File: src/rtl/uart_rx_param_if.sv
// Receive-side bundle for uart_rx_param.
// slave = receiver, master = host draining the FIFO.
interface uart_rx_param_if #(
  parameter int DATA_BITS = 8,
  parameter int BAUD_W    = 16
);
  logic                 RX;
  logic [BAUD_W-1:0]    baud_cnt;
  logic                 rd_en;
  logic                 clr_ovr;
  logic [DATA_BITS-1:0] rx_data;
  logic                 frm_err;
  logic                 par_err;
  logic                 rdy;
  logic                 overrun;
  logic                 busy;

  modport slave (
    input  RX,
    input  baud_cnt,
    input  rd_en,
    input  clr_ovr,
    output rx_data,
    output frm_err,
    output par_err,
    output rdy,
    output overrun,
    output busy
  );

  modport master (
    output RX,
    output baud_cnt,
    output rd_en,
    output clr_ovr,
    input  rx_data,
    input  frm_err,
    input  par_err,
    input  rdy,
    input  overrun,
    input  busy
  );
endinterface

File: src/rtl/uart_rx_param.sv
// UART receiver, runtime baud divisor, glitch-
// rejecting start, FWFT FIFO with error flags.
module uart_rx_param #(
  parameter int DATA_BITS  = 8,
  parameter int PARITY_EN  = 0,
  parameter int PARITY_ODD = 0,
  parameter int STOP_BITS  = 1,
  parameter int FIFO_DEPTH = 4,
  parameter int BAUD_W     = 16
) (
  input logic            clk,
  input logic            rst_n,
  uart_rx_param_if.slave bus
);

  localparam int PW = $clog2(FIFO_DEPTH);
  localparam int EW = DATA_BITS + 2;

  localparam logic [3:0] LAST_D = 4'(DATA_BITS - 1);
  localparam logic [3:0] LAST_S = 4'(STOP_BITS - 1);
  localparam logic       ODD    = 1'(PARITY_ODD);

  localparam logic [2:0] S_IDLE    = 3'd0;
  localparam logic [2:0] S_START   = 3'd1;
  localparam logic [2:0] S_DATA    = 3'd2;
  localparam logic [2:0] S_PARITY  = 3'd3;
  localparam logic [2:0] S_STOP    = 3'd4;
  localparam logic [2:0] S_WAIT_HI = 3'd5;

  logic                 rx_m;
  logic                 rx_s;
  logic [2:0]           state;
  logic [BAUD_W-1:0]    timer;
  logic [BAUD_W-1:0]    bc_q;
  logic [3:0]           bit_cnt;
  logic [DATA_BITS-1:0] shreg;
  logic                 par_bad;
  logic                 frm_bad;
  logic                 tick;
  logic                 timing;
  logic                 frm_fin;
  logic                 last_stop;
  logic                 push;
  logic                 pop;
  logic                 wr;
  logic                 full;
  logic                 empty;
  logic [EW-1:0]        push_word;
  logic [EW-1:0]        head;
  logic [EW-1:0]        mem [FIFO_DEPTH];
  logic [PW:0]          wp;
  logic [PW:0]          rp;

  assign tick      = (timer == '0);
  assign timing    = (state != S_IDLE) &&
                     (state != S_WAIT_HI);
  assign frm_fin   = frm_bad | ~rx_s;
  assign last_stop = (bit_cnt == LAST_S);
  assign push      = (state == S_STOP) && tick &&
                     last_stop;
  assign push_word = {par_bad, frm_fin, shreg};

  // Two-flop synchronizer; idle-high reset value.
  always_ff @(posedge clk or negedge rst_n) begin
    if (!rst_n) begin
      rx_m <= 1'b1;
      rx_s <= 1'b1;
    end else begin
      rx_m <= bus.RX;
      rx_s <= rx_m;
    end
  end

  // Frame FSM, bit timer and data/flag capture.
  always_ff @(posedge clk or negedge rst_n) begin
    if (!rst_n) begin
      state   <= S_IDLE;
      timer   <= '0;
      bc_q    <= '0;
      bit_cnt <= '0;
      shreg   <= '0;
      par_bad <= 1'b0;
      frm_bad <= 1'b0;
    end else begin
      if (timing) begin
        timer <= tick ? bc_q : timer - 1'b1;
      end
      unique case (state)
        S_IDLE: begin
          if (!rx_s) begin
            timer   <= bus.baud_cnt >> 1;
            bc_q    <= bus.baud_cnt;
            bit_cnt <= '0;
            par_bad <= 1'b0;
            frm_bad <= 1'b0;
            state   <= S_START;
          end
        end
        S_START: begin
          if (tick) begin
            state <= rx_s ? S_IDLE : S_DATA;
          end
        end
        S_DATA: begin
          if (tick) begin
            shreg <= {rx_s, shreg[DATA_BITS-1:1]};
            if (bit_cnt == LAST_D) begin
              bit_cnt <= '0;
              state   <= (PARITY_EN != 0) ?
                         S_PARITY : S_STOP;
            end else begin
              bit_cnt <= bit_cnt + 1'b1;
            end
          end
        end
        S_PARITY: begin
          if (tick) begin
            par_bad <= ((^shreg) ^ rx_s) != ODD;
            state   <= S_STOP;
          end
        end
        S_STOP: begin
          if (tick) begin
            frm_bad <= frm_fin;
            if (last_stop) begin
              state <= frm_fin ? S_WAIT_HI : S_IDLE;
            end else begin
              bit_cnt <= bit_cnt + 1'b1;
            end
          end
        end
        S_WAIT_HI: begin
          if (rx_s) begin
            state <= S_IDLE;
          end
        end
        default: state <= S_IDLE;
      endcase
    end
  end

  assign empty = (wp == rp);
  assign full  = (wp[PW] != rp[PW]) &&
                 (wp[PW-1:0] == rp[PW-1:0]);
  assign pop   = bus.rd_en && !empty;
  // A pop in the same cycle frees the slot being written.
  assign wr    = push && (!full || pop);

  // FIFO pointers.
  always_ff @(posedge clk or negedge rst_n) begin
    if (!rst_n) begin
      wp <= '0;
      rp <= '0;
    end else begin
      if (wr) begin
        wp <= wp + 1'b1;
      end
      if (pop) begin
        rp <= rp + 1'b1;
      end
    end
  end

  // FIFO storage; contents masked on read when empty.
  always_ff @(posedge clk) begin
    if (wr) begin
      mem[wp[PW-1:0]] <= push_word;
    end
  end

  // Sticky overrun; a new drop beats a clear.
  always_ff @(posedge clk or negedge rst_n) begin
    if (!rst_n) begin
      bus.overrun <= 1'b0;
    end else if (push && full && !pop) begin
      bus.overrun <= 1'b1;
    end else if (bus.clr_ovr) begin
      bus.overrun <= 1'b0;
    end
  end

  assign head        = mem[rp[PW-1:0]];
  assign bus.rx_data = empty ? '0 : head[DATA_BITS-1:0];
  assign bus.frm_err = !empty && head[DATA_BITS];
  assign bus.par_err = !empty && head[DATA_BITS+1];
  assign bus.rdy     = !empty;
  assign bus.busy    = (state != S_IDLE);

endmodule

File: src/flat_wrapper.sv
// flat-port wrapper written by rule: the top's interface ports become plain ports
module uart_rx_param_flat 
#(
  parameter int DATA_BITS  = 8,
  parameter int PARITY_EN  = 0,
  parameter int PARITY_ODD = 0,
  parameter int STOP_BITS  = 1,
  parameter int FIFO_DEPTH = 4,
  parameter int BAUD_W     = 16
)
  (clk, rst_n, bus_RX, bus_baud_cnt, bus_rd_en, bus_clr_ovr, bus_rx_data, bus_frm_err, bus_par_err, bus_rdy, bus_overrun, bus_busy);
  uart_rx_param_if #(.DATA_BITS(DATA_BITS), .BAUD_W(BAUD_W)) bus_i ();
  input logic clk;
  input logic rst_n;
  input wire logic [$bits(bus_i.RX)-1:0] bus_RX;
  input wire logic [$bits(bus_i.baud_cnt)-1:0] bus_baud_cnt;
  input wire logic [$bits(bus_i.rd_en)-1:0] bus_rd_en;
  input wire logic [$bits(bus_i.clr_ovr)-1:0] bus_clr_ovr;
  output wire logic [$bits(bus_i.rx_data)-1:0] bus_rx_data;
  output wire logic [$bits(bus_i.frm_err)-1:0] bus_frm_err;
  output wire logic [$bits(bus_i.par_err)-1:0] bus_par_err;
  output wire logic [$bits(bus_i.rdy)-1:0] bus_rdy;
  output wire logic [$bits(bus_i.overrun)-1:0] bus_overrun;
  output wire logic [$bits(bus_i.busy)-1:0] bus_busy;
  assign bus_i.RX = bus_RX;
  assign bus_i.baud_cnt = bus_baud_cnt;
  assign bus_i.rd_en = bus_rd_en;
  assign bus_i.clr_ovr = bus_clr_ovr;
  assign bus_rx_data = bus_i.rx_data;
  assign bus_frm_err = bus_i.frm_err;
  assign bus_par_err = bus_i.par_err;
  assign bus_rdy = bus_i.rdy;
  assign bus_overrun = bus_i.overrun;
  assign bus_busy = bus_i.busy;
  uart_rx_param #(.DATA_BITS(DATA_BITS), .PARITY_EN(PARITY_EN), .PARITY_ODD(PARITY_ODD), .STOP_BITS(STOP_BITS), .FIFO_DEPTH(FIFO_DEPTH), .BAUD_W(BAUD_W)) u_core (.clk(clk), .rst_n(rst_n), .bus(bus_i));
endmodule
File: config.mk
export PLATFORM = sky130hd
export DESIGN_NAME = uart_rx_param_flat
export DESIGN_NICKNAME = d
export VERILOG_FILES = /design/src/rtl/uart_rx_param_if.sv /design/src/rtl/uart_rx_param.sv /design/src/flat_wrapper.sv
export SDC_FILE = /design/constraint.sdc
export NUM_CORES = 1
export LEC_CHECK = 0
export ABC_AREA = 0
export BUFFER_PORTS_ARGS = -buffer_cell sky130_fd_sc_hd__buf_2
export CAP_MARGIN = 10
export CELL_PAD_IN_SITES_DETAIL_PLACEMENT = 1
export CELL_PAD_IN_SITES_GLOBAL_PLACEMENT = 1
export CORE_MARGIN = 10
export CORE_UTILIZATION = 45
export DETAILED_ROUTE_END_ITERATION = 7
export GPL_TIMING_DRIVEN = 0
export PLACE_DENSITY = 0.86
export SYNTH_ARGS = -nofsm -noshare
export SYNTH_HDL_FRONTEND = slang
export SYNTH_SLANG_ARGS = --single-unit
export TNS_END_PERCENT = 100
File: constraint.sdc
create_clock -name clk -period 4.3 [get_ports clk]
set_input_delay 0.645 -clock clk [delete_from_list [all_inputs] [get_ports clk]]
set_output_delay 0.645 -clock clk [all_outputs]
set_load 0.05 [all_outputs]
Word-level counts from Yosys, hierarchy flattened
Memory sizes are Yosys's and may differ from the RTL's.
Cells that the tools add are included.
{"block": "op_classes", "shifts": 0, "muxes": 31, "n_lt_le_gt_ge": 0, "div": 0, "n_reduce_logical": 29, "bitwise": 3, "eq_ne": 19, "addsub": 4, "n_mul": 0}
{"operator": "$mux W16", "n": 4}
{"operator": "$mux W3", "n": 9}
{"operator": "$mux W4", "n": 5}
{"operator": "$pmux W3 S6", "n": 1}
{"operator": "$logic_not A16 Y1", "n": 1}
{"operator": "$sub A16 B1 Y16 const B", "n": 1}
{"operator": "$ne A2 B1 Y1 const B", "n": 7}
{"operator": "$pmux W4 S3", "n": 1}
{"operator": "$logic_and A1 B1 Y1", "n": 10}
{"operator": "$mux W8", "n": 1}
{"operator": "$reduce_and A8 Y1", "n": 1}
{"operator": "$reduce_xor A8 Y1", "n": 1}
{"operator": "$mux W1", "n": 7}
{"operator": "$add A3 B1 Y3 const B", "n": 2}
{"operator": "$eq A3 B2 Y1 const B", "n": 2}
{"operator": "$eq A3 B3 Y1 const B", "n": 2}
{"operator": "$reduce_and A3 Y1", "n": 2}
{"operator": "$reduce_bool A2 Y1", "n": 3}
{"operator": "$reduce_bool A3 Y1", "n": 2}
{"operator": "$reduce_and A5 Y1", "n": 1}
{"operator": "$add A4 B1 Y4 const B", "n": 1}
{"operator": "$eq A4 B3 Y1 const B", "n": 1}
{"operator": "$logic_not A4 Y1", "n": 1}
{"operator": "$ne A2 B2 Y1 const B", "n": 2}
{"operator": "other kinds (14)", "n": 18}
{"block": "totals", "romBits": 0, "word_cells": 99, "register_bits": 58, "in_bits": 21, "latchBits": 0, "mem_bits_rw": 40, "n_memories": 1}
{"memory": "u_core.mem", "depth": 4, "width": 10, "read_ports": 1, "rd_clocked_by_memory_dff": 0, "write_ports": 1, "line_no": "uart_rx_param.sv:50", "source": "logic [EW-1:0] mem [FIFO_DEPTH];"}

Logic depth before layout (Yosys ltp)
{"block": "depth", "word_depth": 7, "ltp_mapped": 8}

Worst setup path after synthesis
Ideal clock, no wire load.
{"block": "synth_timing", "kind": "register to output", "startpoint": "register u_core.wp[1]", "endpoint": "output bus_frm_err", "n_path_buf": 1, "arrival_time_ns": 1.836, "t_required_ns": 3.655, "setup_slack_ns": 1.819, "path_stages_with_launch": 6, "cell_sequence": "dfrtp_1 > xor2_1 > nor2_1 > nand2_1 > clkbuf_1 > and2_1"}
{"block": "synth_between", "elab_chain_cells": 3}
{"element": "start: declaration", "line_no": "uart_rx_param.sv:51", "source": "logic [PW:0] wp;"}
{"element": "start signal: assignment", "line_no": "uart_rx_param.sv:156", "source": "wp <= wp + 1'b1;"}
{"element": "$eq A3 B3 Y1", "line_no": "uart_rx_param.sv:142", "source": "assign empty = (wp == rp);"}
{"element": "$logic_not A1 Y1"}
{"element": "net bus_rdy", "line_no": "flat_wrapper.sv:22", "source": "output wire logic [$bits(bus_i.rdy)-1:0] bus_rdy;"}
{"element": "$logic_and A1 B1 Y1", "line_no": "uart_rx_param.sv:184", "source": "assign bus.frm_err = !empty && head[DATA_BITS];"}
{"element": "end: declaration", "line_no": "flat_wrapper.sv:20", "source": "output wire logic [$bits(bus_i.frm_err)-1:0] bus_frm_err;"}
The timed path passes the listed nets, and every way through them passes these cells.

Worst setup path in the final report
{"block": "layout_timing", "startpoint": "register u_core.rp[0]", "endpoint": "output bus_frm_err"}
{"block": "layout_between", "elab_chain_cells": 3}
{"element": "start: declaration", "line_no": "uart_rx_param.sv:52", "source": "logic [PW:0] rp;"}
{"element": "start signal: assignment", "line_no": "uart_rx_param.sv:159", "source": "rp <= rp + 1'b1;"}
{"element": "parallel branches: the longest is 2 deep, another holds $mem_v2 Z4 W10"}
{"element": "$logic_and A1 B1 Y1 *", "line_no": "uart_rx_param.sv:184"}
Every way passes the cells marked *.

==> results.sh <==
export IMPL_period_share_pct=64.1
export IMPL_async_flop_share_pct=59.2
export IMPL_leakage_nw=2.33
export IMPL_multi_input_area_um2=1970
export IMPL_synth_fa_ha_area_share_pct=2.36
export IMPL_period_needed_ns=2.76
export IMPL_nets=494
export IMPL_drive_above_1_share_pct=17.9
export IMPL_cts_root_buffer="clkbuf_8"
export IMPL_relSlewSlack_pct=41.1
export IMPL_viasPerCell=5.68
export IMPL_drtPass1Iterations=4
export IMPL_p_int_mw=1.50
export IMPL_power_density_nw_per_um2=410
export IMPL_dp_cells=589
export IMPL_synth_distinct_cells=57
export IMPL_crit_arrival_ns=2.11
export IMPL_grt_total_usage_pct=17.1
export IMPL_grt_max_degree=23
export IMPL_final_cells=605
export IMPL_netSwitchingFraction_pct=31.8
export IMPL_cts_num_sinks=98
export IMPL_dpl_hpwl_um=9130
export IMPL_detail_route_antenna_nets=0
export IMPL_fillCellCount=1131
export IMPL_setup_tns_ns=0
export IMPL_critPathLaunch="u_core.rp[0]"
export IMPL_drc=0
export IMPL_insertion_delay_ns=0.37
export IMPL_p_seq_share_pct=52.5
export IMPL_cts_htree_levels=3
export IMPL_final_cell_mix="nand2_1 (69), dfrtp_1 (56), buf_2 (42)"
export IMPL_slowest_delay_ns=0.57
export IMPL_rows=37
export IMPL_die_h_um=123
export IMPL_wl_per_cell_um=20.5
export IMPL_drtIter0Drc=200
export IMPL_syn_area_per_cell_um2=11.4
export IMPL_path_class="flop to output pin"
export IMPL_critPathRequiredTime_ns=3.65
export IMPL_cp_buffers_inverters=2
export IMPL_power_switching_uw=700
export IMPL_grt_pass1_vias=3714
export IMPL_port_buffers=33
export IMPL_finalInstanceArea_um2=5370
export IMPL_worst_clock_skew_ns=0.0121
export IMPL_crit_top_cell="buf_2"
export IMPL_grt_first_pass_wirelength_um=20100
export IMPL_die_area_um2=15100
export IMPL_num_io_pins=34
export IMPL_regToRegStartpoint="u_core.timer[0]"
export IMPL_tritoncts="built"
export IMPL_antenna_found_initial=0
export IMPL_synthSimpleGateAreaFrac_pct=18.2
export IMPL_cp_end_kind="output pin"
export IMPL_status="complete, no violations"
export IMPL_crit_path_max_fanout=10
export IMPL_r2r_worst_path_cells=6
export IMPL_gp_congestion=0.895
export IMPL_path_clk_slew_ns=0.10
export IMPL_cts_resized=0
export IMPL_crit_chain="buf_2, mux4_2, and2_1, buf_2"
export IMPL_seqCellArea_um2=2660
export IMPL_synth_compound_area_share_pct=9.70
export IMPL_fmax_ghz=0.363
export IMPL_synthesis_area_um2=4770
export IMPL_synth_edff_count=40
export IMPL_die_w_um=123
export IMPL_rr_endpoint="u_core.mem[3][5]"
export IMPL_yosysSeqAreaShare_pct=55.6
export IMPL_setup_ws_ns=1.54
export IMPL_wirelength_um=12400
export IMPL_hold_class="input port to asynchronous set/reset pin"
export IMPL_clkPwrFrac_pct=28.0
export IMPL_synth_xor_area_share_pct=2.94
export IMPL_ir_drop_uv=234
export IMPL_coreArea_um2=10300
export IMPL_synth_top_family_by_area="simple AND/OR/NAND/NOR gates"
export IMPL_layout_commonest_cell="nand2_1"
export IMPL_clockBufferDepth=2
export IMPL_initial_core_util_pct=46.2
export IMPL_yosys_warnings=0
export IMPL_synthMuxAreaShare_pct=8.15
export IMPL_grt_ovfl_total=0
export IMPL_syn_inst=418
export IMPL_cp_top_family="multiplexers"
export IMPL_synth_seq_cells=98
export IMPL_num_antenna_cells=0
export IMPL_rsz0062_at_grt="false"
export IMPL_maxSlewViolCount=0
export IMPL_postCtsSetupBuffers=0
export IMPL_cts_buffers=9
export IMPL_worst_slew_pin_slew_ns=0.880
export IMPL_dp_worst_setup_slack_ns=1.62
export IMPL_via_count=3437
export IMPL_hold_viol_final=0
export IMPL_drv_cap=0
export IMPL_synth_fp_nets=448
export IMPL_critical_path_slowest_cell="mux4_2"
export IMPL_whs_ns=0.231
export IMPL_cts_hold_buffers=0
export IMPL_syn_to_final_growth_pct=12.4
export IMPL_placed_area_um2=5160
export IMPL_combPwrFrac_pct=19.5
export IMPL_finalSetupViolCount=0
export IMPL_start_kind="flop"
export IMPL_rrSetupSlack_ns=1.63
export IMPL_dominantRegCellSynth="dfrtp_1"
## sequential cells by signal, indices dropped and copies added (netlist names)
name                count
u_core.bc_q            16
u_core.frm_bad          1
u_core.bus.overrun      1
u_core.wp               3
u_core.state            3
u_core.rx_m             1
u_core.par_bad          1
u_core.mem             40
u_core.timer           16
u_core.bit_cnt          4
u_core.rp               3
u_core.rx_s             1
u_core.shreg            8
## layer usage
layer / routed length, um / share of wire, % / vias to the layer above / track usage [%]
li1: - / - / 1605 / -
met1: 5160 / 42 / 1721 / 20.5
met2: 6340 / 51 / 91 / 29.7
met3: 603 / 4.9 / 20 / 3.74
met4: 271 / 2.2 / 0 / 6.48
met5: 0 / 0 / - / 0
## power by group through the flow
stage                     Combinational (mW)  Sequential [mW]  Clock, mW
after floorplan                        0.322             1.14          0
after global placement                 0.403             1.16          0
after detailed placement               0.433             1.17          0
after CTS                              0.435             1.15      0.632
after global routing                   0.478             1.17      0.672
final                                  0.428             1.15      0.616
## worst reg2reg max path, stage by stage, from the launching register on
cell and delay, ns:
dfrtp_1 0.46, inv_1 0.13, ha_1 0.19, nor4bb_1 0.27
nand4_2 0.28, nor4_4 0.38, and2_1 0.60
## cell type report
cell class	count	area share (%)
tap	136	3.17
inverter	16	1.12
buffer	18	1.54
clock inverter	6	1.40
clock buffer	10	2.38
sequential	98	49.5
timing repair buffer	35	4.10
multi-input combinational	286	36.8
## how the worst max path moves through the flow
stage / to / slack, ns / depth (start not counted)
final: bus_frm_err / 1.54 / 4
after floorplan: bus_frm_err / 1.82 / 5
after global placement: u_core.mem[3][5] / 1.73 / 6
after detailed placement: u_core.mem[3][5] / 1.62 / 6
after global routing: bus_frm_err / 1.41 / 4
after CTS: bus_frm_err / 1.48 / 4
## cell families after synthesis
family	after synthesis
AOI/OAI and AO/OA	73
DFF	98
buffers and inverters	34
muxes	25
xor gates and xnor gates	16
and+or+nand+nor	163
adders and majority gates	9
## per-stage QoR
step / total power [mW] / util [%]
2_1_floorplan: 1.46 / -
5_1_grt: 2.32 / 52.0
4_1_cts: 2.22 / 52.0
3_5_place_dp: 1.60 / 50.0
6_report: 2.20 / 52.0
3_3_place_gp: 1.57 / 49.5
## cells in the mapped netlist, types with 7 or more instances
master | count | area share (%)
o21ai_1 | 16 | 1.7
mux4_2 | 10 | 4.7
nand2_1 | 69 | 5.4
inv_1 | 16 | 1.3
dfrtp_1 | 56 | 29
and2_1 | 16 | 2.1
xnor2_1 | 12 | 2.2
o21ai_0 | 10 | 1.0
ha_1 | 9 | 2.4
nand3_1 | 9 | 0.94
buf_2 | 9 | 0.94
nor2_1 | 24 | 1.9
a21oi_1 | 15 | 1.6
mux2_1 | 9 | 2.1
nor3_1 | 9 | 0.94
clkbuf_1 | 7 | 0.55
edfxtp_1 | 40 | 25
(Power assumes the default switching activity.)
